===== config.mk =====
export PLATFORM = sky130hd
export DESIGN_NAME = dual_update
export DESIGN_NICKNAME = d
export VERILOG_FILES = /design/src/rtl/dual_update.sv
export SDC_FILE = /design/constraint.sdc
export NUM_CORES = 1
export LEC_CHECK = 0
export CORE_MARGIN = 3
export CORE_UTILIZATION = 30
export DETAILED_ROUTE_END_ITERATION = 12
export PLACE_DENSITY_LB_ADDON = 0.12
export SLEW_MARGIN = 25
export SYNTH_ARGS = -nofsm -noshare
export SYNTH_HDL_FRONTEND = slang
export SYNTH_SLANG_ARGS = --single-unit

===== constraint.sdc =====
create_clock -name clk -period 6.2 [get_ports clk]
set_input_delay 0.93 -clock clk [delete_from_list [all_inputs] [get_ports clk]]
set_output_delay 0.93 -clock clk [all_outputs]
set_load 0.005 [all_outputs]

===== src/rtl/dual_update.sv =====
// dual_update: ADMM dual write-back y+=u-z, g+=x-v, saturating; DUAL_UPDATE_RESIDUAL_EN adds the primal residual
module dual_update #(
  parameter int STATE_DIM  = 12,
  parameter int INPUT_DIM  = 4,
  parameter int HORIZON    = 30,
  parameter int DATA_WIDTH = 16,
  parameter int FRAC_BITS  = 8,
  parameter int ADDR_WIDTH = 9
) (
  input  logic                  clk,
  input  logic                  rst,
  input  logic                  start,
  output logic [ADDR_WIDTH-1:0] u_rdaddress,
  output logic [ADDR_WIDTH-1:0] z_rdaddress,
  output logic [ADDR_WIDTH-1:0] y_rdaddress,
  input  logic [DATA_WIDTH-1:0] u_data_out,
  input  logic [DATA_WIDTH-1:0] z_data_out,
  input  logic [DATA_WIDTH-1:0] y_data_out,
  output logic [ADDR_WIDTH-1:0] x_rdaddress,
  output logic [ADDR_WIDTH-1:0] v_rdaddress,
  output logic [ADDR_WIDTH-1:0] g_rdaddress,
  input  logic [DATA_WIDTH-1:0] x_data_out,
  input  logic [DATA_WIDTH-1:0] v_data_out,
  input  logic [DATA_WIDTH-1:0] g_data_out,
  output logic [ADDR_WIDTH-1:0] y_wraddress,
  output logic [DATA_WIDTH-1:0] y_data_in,
  output logic                  y_wren,
  output logic [ADDR_WIDTH-1:0] g_wraddress,
  output logic [DATA_WIDTH-1:0] g_data_in,
  output logic                  g_wren,
  input  logic [31:0]           active_horizon,
  output logic                  busy,
  output logic                  done,
  output logic [DATA_WIDTH-1:0] primal_res
);
  localparam int W = DATA_WIDTH;
  localparam logic signed [W+1:0] MAXV = {3'b000, {(W-1){1'b1}}};
  localparam logic signed [W+1:0] MINV = {3'b111, {(W-1){1'b0}}};
  typedef enum logic [1:0] {IDLE, UPD_Y, UPD_G, DONE} state_t;
  state_t state, state_nx;
  logic [31:0] h, h_eff, ny, ng, ny_eff, idx;
  logic [1:0] ph;
  logic last;
  logic [ADDR_WIDTH-1:0] y_addr, g_addr;
  logic signed [W-1:0] a_q, b_q, c_q, wd;
  logic signed [W+1:0] sum;

  if (FRAC_BITS < 0 || FRAC_BITS >= DATA_WIDTH) begin : g_frac_chk
    $error("FRAC_BITS must lie inside the data word");
  end

  // Horizon clamp, element counts and end-of-side detection
  always_comb begin
    h_eff = (active_horizon >= 32'd1 && active_horizon <= 32'(HORIZON)) ? active_horizon : 32'(HORIZON);
    ny_eff = (h_eff - 32'd1) * 32'(INPUT_DIM);
    ny = (h - 32'd1) * 32'(INPUT_DIM);
    ng = h * 32'(STATE_DIM);
    last = (ph == 2'd3) && (idx == ((state == UPD_Y) ? ny : ng) - 32'd1);
  end

  // State register
  always_ff @(posedge clk) state <= rst ? IDLE : state_nx;

  // Next-state logic
  always_comb begin
    state_nx = state;
    case (state)
      IDLE:    state_nx = start ? ((ny_eff != 32'd0) ? UPD_Y : UPD_G) : IDLE;
      UPD_Y:   state_nx = last ? UPD_G : UPD_Y;
      UPD_G:   state_nx = last ? DONE : UPD_G;
      DONE:    state_nx = start ? DONE : IDLE;
      default: state_nx = IDLE;
    endcase
  end

  // Status outputs and read addresses of the active side
  always_comb begin
    busy = (state == UPD_Y) || (state == UPD_G);
    done = state == DONE;
    y_addr = (state == UPD_Y) ? idx[ADDR_WIDTH-1:0] : '0;
    g_addr = (state == UPD_G) ? idx[ADDR_WIDTH-1:0] : '0;
  end

  assign u_rdaddress = y_addr;
  assign z_rdaddress = y_addr;
  assign y_rdaddress = y_addr;
  assign x_rdaddress = g_addr;
  assign v_rdaddress = g_addr;
  assign g_rdaddress = g_addr;

  // a + b - c with two guard bits, clamped to the signed word
  always_comb begin
    sum = $signed({{2{a_q[W-1]}}, a_q}) + $signed({{2{b_q[W-1]}}, b_q}) - $signed({{2{c_q[W-1]}}, c_q});
    wd = (sum > MAXV) ? MAXV[W-1:0] : (sum < MINV) ? MINV[W-1:0] : sum[W-1:0];
  end

  // Four-phase element sequencing: capture in phase 2, write back after phase 3
  always_ff @(posedge clk) begin
    if (rst) begin
      h <= '0;
      idx <= '0;
      ph <= '0;
      a_q <= '0;
      b_q <= '0;
      c_q <= '0;
      y_wren <= 1'b0;
      g_wren <= 1'b0;
      y_wraddress <= '0;
      g_wraddress <= '0;
      y_data_in <= '0;
      g_data_in <= '0;
    end else begin
      y_wren <= 1'b0;
      g_wren <= 1'b0;
      if (state == IDLE) begin
        if (start) begin
          h <= h_eff;
          idx <= '0;
          ph <= '0;
        end
      end else if (busy) begin
        ph <= ph + 2'd1;
        if (ph == 2'd2) begin
          a_q <= (state == UPD_Y) ? u_data_out : x_data_out;
          b_q <= (state == UPD_Y) ? y_data_out : g_data_out;
          c_q <= (state == UPD_Y) ? z_data_out : v_data_out;
        end
        if (ph == 2'd3) begin
          idx <= last ? '0 : idx + 32'd1;
          if (state == UPD_Y) begin
            y_wraddress <= idx[ADDR_WIDTH-1:0];
            y_data_in <= wd;
            y_wren <= 1'b1;
          end else begin
            g_wraddress <= idx[ADDR_WIDTH-1:0];
            g_data_in <= wd;
            g_wren <= 1'b1;
          end
        end
      end
    end
  end

`ifdef DUAL_UPDATE_RESIDUAL_EN
  logic signed [W:0] diff;
  logic [W:0] mag;
  logic [W-1:0] res_el;

  // |a - c| of the captured element, saturated to the unsigned word
  always_comb begin
    diff = $signed({a_q[W-1], a_q}) - $signed({c_q[W-1], c_q});
    mag = diff[W] ? -diff : diff;
    res_el = mag[W] ? '1 : mag[W-1:0];
  end

  // Running maximum over the pass, cleared when a pass is accepted
  always_ff @(posedge clk) begin
    if (rst || (state == IDLE && start)) primal_res <= '0;
    else if (busy && ph == 2'd3 && res_el > primal_res) primal_res <= res_el;
  end
`else
  assign primal_res = '0;
`endif
endmodule


==> impl_metrics.yaml <==
worst_setup_path:
  r2r-start: "h[0]"
  r2r_slack_ps: 750
  startpoint_type: "flop"
  worstSetupPathType: "reg2reg"
  cpLargestDelayFamily: "compound AO/OA/AOI/OAI gates"
  cp_num_buf_inv: 1
  crit_arrival_ps: 5770
  reg2reg_depth: 17
  worstPathRequired_ps: 6510
  endpoint_kind: "flop"
  crit_fanout: 53
  cp.depth: 17
  crit_slowest_cell: "o32ai_1"
  setup.worst_path.start: "h[0]"
  cpPeakStageDelay_ps: 680
  crit_chain: "ha_1 > inv_1 > fa_1 > nand2b_1 > a21o_1 > a211oi_1 > nor4_1 > o32ai_1 > and2_1 > a21oi_1 > a311o_1 > a221oi_2 > o2111a_1 > nand2_1 > o311a_4 > a41oi_1 > a31oi_1"
synth:
  ys_seq_area_share_pct: 25.9
  ys.flop_type: "dfxtp_1"
  yosys_warnings: 0
  synth_cell_types: 92
  syn_inst: 1617
  avgSynthCellArea_sq_um: 7.94
  synth-seq-cells: 166
  synth_edf_count: 0
  async_flop_share_pct: 0
  syn_area_sq_um: 12800
global_route:
  grt_start_max_net_pins: 97
  grt.busiest_layer: "met2"
  grt_pass1_vias: 11500
  grtUsageMet1_pct: 23.2
  grt_use_met2_pct: 31.4
  grt_usage_pct: 18.2
  grtUsageMet3_pct: 3.42
  antenna_found_initial: 0
  grt_pass1_wl_um: 64700
  overflow: 0
routing:
  vias: 11900
  vias_per_cell: 5.13
  first_pass_iters: 5
  wire_per_inst_um: 17.8
  ant_nets: 0
  drcViolationCount: 0
  routed_wl_um: 41500
  first_iter_violations: 577
floorplan:
  fp.dieW_um: 213
  die-height_um: 213
  start_util_pct: 30.5
  num_rows: 75
  dieArea_sq_um: 45300
  io_pins: 255
  core_region_area_sq_um: 42100
clocking:
  clock_path_buffers: 2
  clk_pin_slew_ps: 80
  cts_post_setup_buffers_inserted: 0
  h-tree-depth: 4
  clockRootBuffer: "clkbuf_16"
  cts_buffers: 17
  cts_resized: 0
  ctsHoldBuffers: 0
  clock_sink_count: 166
  cts_tree: "built"
  clkLatencyLatePin_ps: 460
place:
  post-place-cells: 2291
  gp_congestion: 0.880
  hpwl_um: 32400
  place_ws_ps: 799
  io_buffers: 238
cells_and_area:
  final_cells: 2323
  syn_to_final_growth_pct: 23.9
  final_cell_mix: "clkdlybuf4s50_1 (237), dfxtp_1 (166), nor2_1 (153)"
  final_common_cell: "clkdlybuf4s50_1"
  num-fill-cells: 4426
  n_antenna_cell: 0
  fin_nets: 2004
  drive_gt1_share_pct: 4.43
power:
  p_leak_nw: 6.00
  peakVddDrop_mv: 0.272
  power_density_nw_per_um2: 242
  p_total_mw: 3.85
timing:
  period_minus_slack_ps: 5450
  fin_skew_ps: 12.3
  timing.setup.tns_ps: 0
  slew_viol_final: 0
  max_freq_ghz: 0.183
  finalHoldViolCount: 0
  slew_headroom_pct: 35.7
  fin_ws_ps: 746
  max_slew.worst_pin.slew_ps: 961
  finalSetupViolations: 0
  rsz0062_at_grt: "false"
  finalCritPeriodShare_pct: 88.0
run_status:
  status: "completed"
flow_run:
  drv_cap: 0
min_path:
  hold_path_class: "reg2reg"
  hold_path_depth: 2
  hp-start: "y_wraddress[8]"
[sequential cells by signal (all words and copies together) (netlist names)]
signal / cells
a_q: 16
b_q: 16
c_q: 16
g_data_in: 16
g_wraddress: 9
g_wren: 1
h: 30
idx: 32
ph: 2
state: 2
y_data_in: 16
y_wraddress: 9
y_wren: 1
[worst paths after layout]
path,endpoint
worst max register to register,idx[27]
worst min register to register,y_wraddress[8]
worst min-delay path,y_wraddress[8]
worst max-delay path,idx[27]
[tightest hold or removal path, cell delays in order (launching register included)]
cell     delay (ps)
dfxtp_1         310
nand2_1          50
a21oi_1          50
[stage by stage]
stage / area [sq um] / hold slack (ps) / utilization (%)
after floorplan: 12900 / 453 / -
after global placement: 15300 / 443 / 36.4
after detailed placement: 15300 / 447 / 36.4
after CTS: 15900 / 457 / 37.8
after global routing: 15900 / 475 / 37.8
final: 15900 / 456 / 37.8
[routing by layer]
layer,wire [um],share of wire [%]
met1,18600,45
met4,996,2.4
met3,1490,3.6
met2,20400,49
met5,0,0
[layout make-up]
cell class / instances / area, sq um / share of cell area, %
clock buffer: 18 / 429 / 2.70
clock inverter: 14 / 159 / 0.999
tap: 539 / 674 / 4.24
sequential: 166 / 3320 / 20.9
multi-input combinational: 1215 / 8400 / 52.8
inverter: 122 / 458 / 2.88
timing repair buffer: 249 / 2460 / 15.5
[Yosys cell counts (10+ instances only)]
cell type / count / area, sq um
a211oi_1: 63 / 473
a21o_1: 27 / 203
a21oi_1: 93 / 465
a311oi_1: 18 / 158
a31oi_1: 27 / 169
and2_1: 28 / 175
and3_1: 31 / 194
buf_4: 54 / 405
clkbuf_1: 54 / 203
dfxtp_1: 166 / 3320
fa_1: 17 / 340
ha_1: 85 / 1060
inv_1: 122 / 458
mux2i_1: 59 / 591
nand2_1: 113 / 424
nand2b_1: 23 / 144
nand3_1: 54 / 270
nand4_1: 12 / 75.1
nor2_1: 153 / 574
nor2b_1: 14 / 87.6
nor3_1: 59 / 295
nor4_1: 11 / 68.8
o211ai_1: 10 / 75.1
o21ai_0: 40 / 200
o22ai_1: 12 / 75.1
xnor2_1: 59 / 517
xor2_1: 18 / 158
[cells by family (layout without fill, tap and decap cells)]
family / after synthesis / count (layout) / share of synthesized area (%)
muxes: 62 / 62 / 4.86
and+or+nand+nor: 560 / 560 / 22.0
other: 1 / 16 / 0.0292
adders and majority gates: 102 / 102 / 10.9
AOI/OAI and AO/OA: 398 / 398 / 21.7
DFF: 166 / 166 / 25.9
xor gates and xnor gates: 77 / 77 / 5.25
buffers and inverters: 251 / 403 / 9.29
[power by group]
part           internal [mW]  switching [mW]
Combinational          0.639            1.02
Sequential              1.09          0.0180
Clock                  0.540           0.542
Power figures use the tool's default switching activity.
